## config.mk

```make
export PLATFORM = sky130hd
export DESIGN_NAME = ex_muldiv_unit
export DESIGN_NICKNAME = d
export VERILOG_FILES = /design/src/rtl/ex_muldiv_unit_pkg.sv /design/src/rtl/ex_muldiv_unit_core_step.sv /design/src/rtl/ex_muldiv_unit.sv
export SDC_FILE = /design/constraint.sdc
export NUM_CORES = 1
export LEC_CHECK = 0
export ABC_CLOCK_PERIOD_IN_PS = 7100
export CAP_MARGIN = 20
export CELL_PAD_IN_SITES_DETAIL_PLACEMENT = 1
export CELL_PAD_IN_SITES_GLOBAL_PLACEMENT = 1
export CORE_MARGIN = 4
export CORE_UTILIZATION = 30
export CTS_CLUSTER_SIZE = 10
export DETAILED_ROUTE_END_ITERATION = 10
export PLACE_DENSITY_LB_ADDON = 0.1
export SYNTH_ARGS = -nofsm -noshare
export SYNTH_HDL_FRONTEND = slang
export SYNTH_SLANG_ARGS = --single-unit
```

## constraint.sdc

```tcl
create_clock -name clk_in -period 7.1 [get_ports clk_in]
set_input_delay 1.42 -clock clk_in [delete_from_list [all_inputs] [get_ports clk_in]]
set_output_delay 1.42 -clock clk_in [all_outputs]
set_load 0.05 [all_outputs]
```

## src/rtl/ex_muldiv_unit_pkg.sv

```systemverilog
// ex_muldiv_unit_pkg
// Shared definitions for the RV32M multiply/divide execute unit:
//   - funct3 op encodings for MUL/MULH/MULHSU/MULHU/DIV/DIVU/REM/REMU
//   - FSM state encoding (IDLE, CALC, DONE)
//   - default operand width and the special-result constants at that width
//   - helpers that decide which operands are treated as signed
package ex_muldiv_unit_pkg;

    localparam int XLEN_DEF = 32;

    // funct3 encodings. Bit 2 marks the divide class, and within the divide
    // class bit 1 selects the remainder.
    localparam logic [2:0] OP_MUL    = 3'd0;
    localparam logic [2:0] OP_MULH   = 3'd1;
    localparam logic [2:0] OP_MULHSU = 3'd2;
    localparam logic [2:0] OP_MULHU  = 3'd3;
    localparam logic [2:0] OP_DIV    = 3'd4;
    localparam logic [2:0] OP_DIVU   = 3'd5;
    localparam logic [2:0] OP_REM    = 3'd6;
    localparam logic [2:0] OP_REMU   = 3'd7;

    // FSM states
    localparam logic [1:0] ST_IDLE = 2'd0;
    localparam logic [1:0] ST_CALC = 2'd1;
    localparam logic [1:0] ST_DONE = 2'd2;

    // Special-result constants at the default width; the unit derives its
    // own XLEN-wide versions from the same patterns.
    localparam logic [XLEN_DEF-1:0] ALL_ONES_DEF = {XLEN_DEF{1'b1}};
    localparam logic [XLEN_DEF-1:0] MOST_NEG_DEF = {1'b1, {(XLEN_DEF-1){1'b0}}};

    // rs1 is signed for MULH, MULHSU, DIV and REM.
    function automatic logic op_signed_a(input logic [2:0] op);
        return (op == OP_MULH) || (op == OP_MULHSU) || (op == OP_DIV) || (op == OP_REM);
    endfunction

    // rs2 is signed for MULH, DIV and REM.
    function automatic logic op_signed_b(input logic [2:0] op);
        return (op == OP_MULH) || (op == OP_DIV) || (op == OP_REM);
    endfunction

endpackage

```

## src/rtl/ex_muldiv_unit_core_step.sv

```systemverilog
// ex_muldiv_unit_core_step
// Purely combinational iteration step shared by the multiplier and the divider.
// It chains BPC sub-steps, each of which retires one bit of the operation.
//   is_div     : 1 = restoring-divide sub-steps, 0 = shift-add multiply sub-steps
//   hi, lo     : working register pair (multiply: {partial high, multiplier/low
//                product}; divide: {partial remainder, dividend/quotient})
//   operand_b  : multiplicand or divisor magnitude
//   hi_next, lo_next : register pair after BPC sub-steps
module ex_muldiv_unit_core_step #(
    parameter int XLEN = 32,
    parameter int BPC  = 1
) (
    input  logic            is_div,
    input  logic [XLEN-1:0] hi,
    input  logic [XLEN-1:0] lo,
    input  logic [XLEN-1:0] operand_b,
    output logic [XLEN-1:0] hi_next,
    output logic [XLEN-1:0] lo_next
);

    logic [XLEN-1:0] hi_chain [0:BPC];
    logic [XLEN-1:0] lo_chain [0:BPC];

    assign hi_chain[0] = hi;
    assign lo_chain[0] = lo;

    genvar gi;
    generate
        for (gi = 0; gi < BPC; gi++) begin : g_sub
            logic [XLEN:0]   mul_sum;
            logic [XLEN:0]   div_tmp;
            logic [XLEN-1:0] div_sub;
            logic            div_ge;

            // Multiply: add the multiplicand when the current multiplier bit
            // is set, then shift the {carry, hi, lo} triple right by one.
            assign mul_sum = {1'b0, hi_chain[gi]}
                           + (lo_chain[gi][0] ? {1'b0, operand_b} : {(XLEN+1){1'b0}});

            // Divide: shift the next dividend bit into the partial remainder
            // and subtract the divisor when it fits. The true difference is
            // always below 2^XLEN, so a modulo-XLEN subtract is exact.
            assign div_tmp = {hi_chain[gi], lo_chain[gi][XLEN-1]};
            assign div_ge  = (div_tmp >= {1'b0, operand_b});
            assign div_sub = div_tmp[XLEN-1:0] - operand_b;

            assign hi_chain[gi+1] = is_div ? (div_ge ? div_sub : div_tmp[XLEN-1:0])
                                           : mul_sum[XLEN:1];
            assign lo_chain[gi+1] = is_div ? {lo_chain[gi][XLEN-2:0], div_ge}
                                           : {mul_sum[0], lo_chain[gi][XLEN-1:1]};
        end
    endgenerate

    assign hi_next = hi_chain[BPC];
    assign lo_next = lo_chain[BPC];

endmodule

```

## src/rtl/ex_muldiv_unit.sv

```systemverilog
// ex_muldiv_unit
// Multi-cycle RV32M execute unit (MUL/MULH/MULHSU/MULHU/DIV/DIVU/REM/REMU).
// It accepts one op from ID/EX via in_valid/in_ready, iterates for XLEN/BPC
// cycles (or finishes in one cycle for divide-by-zero / signed overflow),
// then holds the result on out_valid until out_ready.
// Ports:
//   clk_in, rst_in (async, active-high), rdy_in (global enable), flush_in (kill)
//   in_valid/in_ready, op_in (funct3), rs1_in, rs2_in, rd_in : request side
//   out_valid/out_ready, result_o, rd_o                      : result side
//   busy_o, busy_rd_o                                        : stall info for ID
module ex_muldiv_unit
    import ex_muldiv_unit_pkg::*;
#(
    parameter int XLEN      = XLEN_DEF,
    parameter int BPC       = 1,
    parameter int REGADDR_W = 5
) (
    input  logic                 clk_in,
    input  logic                 rst_in,
    input  logic                 rdy_in,
    input  logic                 flush_in,
    input  logic                 in_valid,
    output logic                 in_ready,
    input  logic [2:0]           op_in,
    input  logic [XLEN-1:0]      rs1_in,
    input  logic [XLEN-1:0]      rs2_in,
    input  logic [REGADDR_W-1:0] rd_in,
    output logic                 out_valid,
    input  logic                 out_ready,
    output logic [XLEN-1:0]      result_o,
    output logic [REGADDR_W-1:0] rd_o,
    output logic                 busy_o,
    output logic [REGADDR_W-1:0] busy_rd_o
);

    localparam int STEPS = XLEN / BPC;
    localparam int CNT_W = $clog2(STEPS + 1);

    localparam logic [XLEN-1:0] ALL_ONES = {XLEN{1'b1}};
    localparam logic [XLEN-1:0] MOST_NEG = {1'b1, {(XLEN-1){1'b0}}};

    logic [1:0]           state_reg;
    logic [CNT_W-1:0]     cnt_reg;
    logic [2:0]           op_reg;
    logic [REGADDR_W-1:0] rd_reg;
    logic                 neg_res_reg;   // negate quotient / product at completion
    logic                 neg_rem_reg;   // remainder follows the dividend sign
    logic [XLEN-1:0]      hi_reg;
    logic [XLEN-1:0]      lo_reg;
    logic [XLEN-1:0]      b_reg;
    logic [XLEN-1:0]      result_reg;

    // ---------------- accept-side decode ----------------
    logic            a_neg, b_neg;
    logic [XLEN-1:0] a_mag, b_mag;
    logic            div_by_zero, div_overflow, special_case;
    logic [XLEN-1:0] special_result;

    assign a_neg = op_signed_a(op_in) & rs1_in[XLEN-1];
    assign b_neg = op_signed_b(op_in) & rs2_in[XLEN-1];
    assign a_mag = a_neg ? -rs1_in : rs1_in;
    assign b_mag = b_neg ? -rs2_in : rs2_in;

    assign div_by_zero  = op_in[2] && (rs2_in == '0);
    assign div_overflow = ((op_in == OP_DIV) || (op_in == OP_REM))
                          && (rs1_in == MOST_NEG) && (rs2_in == ALL_ONES);
    assign special_case = div_by_zero || div_overflow;

    // op_in[1] selects the remainder within the divide class.
    always_comb begin
        special_result = '0;
        if (div_by_zero) begin
            special_result = op_in[1] ? rs1_in : ALL_ONES;
        end else if (div_overflow) begin
            special_result = op_in[1] ? '0 : rs1_in;
        end
    end

    // ---------------- iteration step ----------------
    logic [XLEN-1:0] step_hi, step_lo;

    ex_muldiv_unit_core_step #(
        .XLEN (XLEN),
        .BPC  (BPC)
    ) u_muldiv_core_step (
        .is_div    (op_reg[2]),
        .hi        (hi_reg),
        .lo        (lo_reg),
        .operand_b (b_reg),
        .hi_next   (step_hi),
        .lo_next   (step_lo)
    );

    // ---------------- completion / sign correction ----------------
    logic [2*XLEN-1:0] prod_fix;
    logic [XLEN-1:0]   quo_fix, rem_fix, final_result;

    assign prod_fix = neg_res_reg ? -{step_hi, step_lo} : {step_hi, step_lo};
    assign quo_fix  = neg_res_reg ? -step_lo : step_lo;
    assign rem_fix  = neg_rem_reg ? -step_hi : step_hi;

    always_comb begin
        final_result = '0;
        case (op_reg)
            OP_MUL:                     final_result = prod_fix[XLEN-1:0];
            OP_MULH, OP_MULHSU,
            OP_MULHU:                   final_result = prod_fix[2*XLEN-1:XLEN];
            OP_DIV, OP_DIVU:            final_result = quo_fix;
            default:                    final_result = rem_fix;
        endcase
    end

    // ---------------- FSM and datapath registers ----------------
    always_ff @(posedge clk_in or posedge rst_in) begin
        if (rst_in) begin
            state_reg   <= ST_IDLE;
            cnt_reg     <= '0;
            op_reg      <= '0;
            rd_reg      <= '0;
            neg_res_reg <= 1'b0;
            neg_rem_reg <= 1'b0;
            hi_reg      <= '0;
            lo_reg      <= '0;
            b_reg       <= '0;
            result_reg  <= '0;
        end else if (rdy_in) begin
            if (flush_in) begin
                // Kill wins over any accept or consume in the same cycle.
                state_reg <= ST_IDLE;
                cnt_reg   <= '0;
            end else begin
                case (state_reg)
                    ST_IDLE: begin
                        if (in_valid) begin
                            op_reg      <= op_in;
                            rd_reg      <= rd_in;
                            neg_res_reg <= a_neg ^ b_neg;
                            neg_rem_reg <= a_neg;
                            hi_reg      <= '0;
                            lo_reg      <= a_mag;
                            b_reg       <= b_mag;
                            if (special_case) begin
                                result_reg <= special_result;
                                state_reg  <= ST_DONE;
                            end else begin
                                cnt_reg   <= CNT_W'(STEPS);
                                state_reg <= ST_CALC;
                            end
                        end
                    end
                    ST_CALC: begin
                        hi_reg <= step_hi;
                        lo_reg <= step_lo;
                        if (cnt_reg == CNT_W'(1)) begin
                            result_reg <= final_result;
                            cnt_reg    <= '0;
                            state_reg  <= ST_DONE;
                        end else begin
                            cnt_reg <= cnt_reg - CNT_W'(1);
                        end
                    end
                    ST_DONE: begin
                        if (out_ready) begin
                            state_reg <= ST_IDLE;
                        end
                    end
                    default: state_reg <= ST_IDLE;
                endcase
            end
        end
    end

    // ---------------- outputs ----------------
    assign in_ready  = (state_reg == ST_IDLE) && !rst_in;
    assign out_valid = (state_reg == ST_DONE);
    assign result_o  = result_reg;
    assign rd_o      = rd_reg;
    assign busy_o    = (state_reg != ST_IDLE);
    assign busy_rd_o = busy_o ? rd_reg : '0;

endmodule

```

==> key figures <==
Floorplan
  – Die Footprint: 0.0543 mm^2
  – Core Area: 0.0501 mm^2
  – IO Count: 123
  – Initial Util: 30.3%
  – Row cnt: 82
  – Die Y: 233 um
  – Die Width: 233 um

Clocking
  – Clk_lat worst skew: 490 ps
  – Clock buffer depth: 2
  – Worst-path clk slew: 70 ps
  – CTS tree: done
  – H-tree Lvls: 4
  – Clock sink count: 146
  – Clk root buf: clkbuf_16
  – Cts bufs inserted: 17

Power
  – PwrDens: 532 mW/mm^2
  – Sw Pwr: 5.38 mW
  – Peak VDD IR: 223 uV
  – Comb pwr share: 74.1%
  – Sequential power share: 16.2%
  – Clock share of power: 9.7%
  – Int Pwr: 4.10 mW
  – Switching share of power: 56.7%
  – Lkg Pwr: 7.11 nW
  – Final Total Pwr: 9.48 mW

Setup path
  – Largest fanout on the critical path: 17
  – Capturing point of the worst reg2reg path: result_o[26]$_DFFE_PP0P_
  – Worst Setup SP: hi_reg[3]$_DFFE_PP0P_
  – CP arrival: 6650 ps
  – Crit path capture: result_o[26]$_DFFE_PP0P_
  – Kind of critical path: reg -> reg
  – RR Startpoint: hi_reg[3]$_DFFE_PP0P_
  – R2R depth: 20
  – FF-to-FF setup slack: 800 ps
  – Crit start category: flop
  – CP required: 7450 ps
  – Crit. End Element: flop

Timing
  – Setup tns final: 0 ps
  – Setup Skew: 12.9 ps
  – RSZ-0062 raised after global routing: false
  – Slew @ Worst Pin: 1070 ps
  – Final setup fails: 0
  – Rel. slew slack: 28.4%
  – Max Freq: 0.159 GHz
  – WHS: 484 ps
  – Crit path time final: 6300 ps
  – Fin. Hold Viols: 0
  – Period utilization: 88.7%
  – Final Max Tran Viols: 0

Placement
  – Placement Cell Area: 0.0172 mm^2
  – # port buffers: 122
  – RePlAce Congestion: 0.886
  – HPWL Detailed: 53400 um

Drt
  – Wire length on met2: 29700 um
  – Drt pass-1 iters: 5
  – Top Layer Used: met5
  – Final ANT Viol Nets: 0
  – Routed wl met3: 3710 um
  – Vias per cell: 5.76
  – Vias: 16000
  – M1 WL: 32500 um
  – Drt wl/cell: 24.4 um
  – Routed WL: 67800 um
  – Starting DRT DRC Count: 1279
  – DRC viols: 0

Layout
  – Util after Layout: 35.6%
  – Final Cell Area: 0.0178 mm^2
  – Layout Area Growth over Synthesis: 17.3%
  – Fill cells: 6190
  – Fraction of layout cells with a size suffix above 1: 7.47%
  – Fin nets: 2241

Global routing
  – First-pass GRT wire length: 104000 um
  – Vias in the first global route: 16406
  – Grt total ovfl: 0
  – Largest net degree at the start of global routing: 77
  – Antenna violations before repair: 1
  – Total track usage: 25.0%

Logic synthesis
  – Mapped Cells: 2012
  – Unique cell type count in the Yosys netlist: 90
  – Yosys warning total: 0
  – Register area share after synthesis: 24.0%
  – Syn_nets: 2163
  – #FFs+latches synth: 146
  – Synth Flop Type: dfrtp_1
  – Post-Syn Area: 0.0152 mm^2
  – Async SR Flop Fraction: 100%
  – Post-synthesis area per instance: 7.55 um^2
  – Post-synth EDFFs: 0

Run status
  – Status: finished, final reports clean

Min path
  – Worst min-delay path class: reg -> reg

Job
  – Max-cap violations: 0
## logic make-up (layout without fill, tap and decap cells)
kind of cell | count (synthesis) | after routing | synth area share (%)
simple gates | 668 | 668 | 21.1
flops | 146 | 146 | 24.0
buf+inv | 193 | 284 | 4.96
fa+ha+maj | 73 | 73 | 6.11
mux | 52 | 52 | 3.59
other cells | 0 | 1 | 0
compound gates | 699 | 699 | 29.8
xor+xnor | 181 | 181 | 10.4
## synth_stat cells (all sizes together) (13+ instances only)
cell,instances,area [um^2]
a21o,31,233
ha,71,888
xnor2,129,1130
nor3,43,215
a221oi,13,120
mux2,20,225
mux2i,32,320
or2,20,125
nand2b,17,106
a22o,21,184
o41ai,20,201
a31oi,34,213
nor2,185,704
o221ai,16,153
and2,13,83.8
or3,25,156
xor2,52,455
o31ai,42,315
o21ai,222,1110
nor4,22,150
nand2,212,796
a21oi,160,801
dfrtp,146,3650
nand4,26,163
buf,23,114
inv,78,293
o211ai,18,140
nor2b,17,106
clkbuf,92,347
nand3,36,193
## power groups by stage
stage | logic (mW) | clock network, mW | registers (mW)
2_1_floorplan | 4.41 | 0 | 1.66
3_3_place_gp | 6.88 | 0 | 1.53
3_5_place_dp | 6.93 | 0 | 1.55
4_1_cts | 6.97 | 0.939 | 1.53
5_1_grt | 7.65 | 0.966 | 1.58
6_report | 7.03 | 0.917 | 1.53
## critical path: stages (launching register included)
cell and delay [ps]:
dfrtp_1 430, ha_1 390, a21o_1 220, a31o_1 220, or2_1 260, a31o_2 250, o211a_1 470, nor2_2 200
nor2_1 150, a21oi_1 310, ha_1 220, nand2_1 140, or4_1 620, nor3_2 340, o211ai_1 180, nor4_2 290
nand4b_1 350, o41ai_1 520, xor2_1 120, a222oi_1 400, o21ai_1 100
## final cells by class
type / instances / area, um^2 / share of cell area [%]
antenna: 1 / 2.50 / 0.0140
clock buffer: 18 / 439 / 2.47
clock inverter: 14 / 120 / 0.674
inverter: 78 / 298 / 1.67
multi-input combinational: 1673 / 10800 / 60.8
sequential: 146 / 3660 / 20.5
tap: 672 / 841 / 4.72
timing repair buffer: 174 / 1630 / 9.16
## metrics by stage
step / std cells / setup WS [ps]
after global routing: 2775 / 218
after detailed placement: 2742 / 480
after CTS: 2774 / 441
after global placement: 2742 / 729
after floorplan: 2012 / 1150
final: 2776 / 803
## worst min path at each step
stage / start / to / slack, ps / depth (start not counted)
after floorplan: b_reg[10]$_DFFE_PP0P_ / b_reg[10]$_DFFE_PP0P_ / 450 / 2
after global placement: b_reg[10]$_DFFE_PP0P_ / b_reg[10]$_DFFE_PP0P_ / 460 / 2
after detailed placement: result_o[14]$_DFFE_PP0P_ / result_o[14]$_DFFE_PP0P_ / 470 / 2
after CTS: result_o[14]$_DFFE_PP0P_ / result_o[14]$_DFFE_PP0P_ / 490 / 2
after global routing: neg_rem_reg$_DFFE_PP0P_ / neg_rem_reg$_DFFE_PP0P_ / 520 / 2
final: b_reg[29]$_DFFE_PP0P_ / b_reg[29]$_DFFE_PP0P_ / 480 / 2
## repair_timing
item                                    CTS  global route
resized for setup                         0             2
setup buffers                             0             0
endpoints found under the setup margin    0             2
hold buffers                              0             0
## routing by layer
metal  up-vias  GRT usage, %
met4         2          7.96
met3        85          5.12
li1       7572             -
met2       403          38.2
met5         -             0
met1      7938          35.3
## layout by cell type, fill, tap and decap left out, types with 9 or more instances in the layout
cell type          n
o31ai_1           42
or2_2             18
nor3b_1           11
ha_1              71
o211ai_1          17
xnor2_1          129
nor3_1            42
mux2_2            20
o21a_1             9
and3_1            10
mux2i_1           32
nand3_1           35
nand4_1           26
a22o_1            21
dfrtp_1          144
buf_4             51
a221oi_1          12
clkbuf_16         17
inv_1             77
a211oi_1          11
clkdlybuf4s50_1  122
xor2_1            52
and2_1            12
nand2b_1          16
nor2_1           181
nand2_1          212
o41ai_1           18
nor2b_1           17
or3_1             25
a31oi_1           34
a21o_1            31
nor4_1            19
o22ai_1            9
o221ai_1          14
a21oi_1          159
o21ai_0          214
or4_1             10
Note: power is estimated with default switching activity, not from simulation.
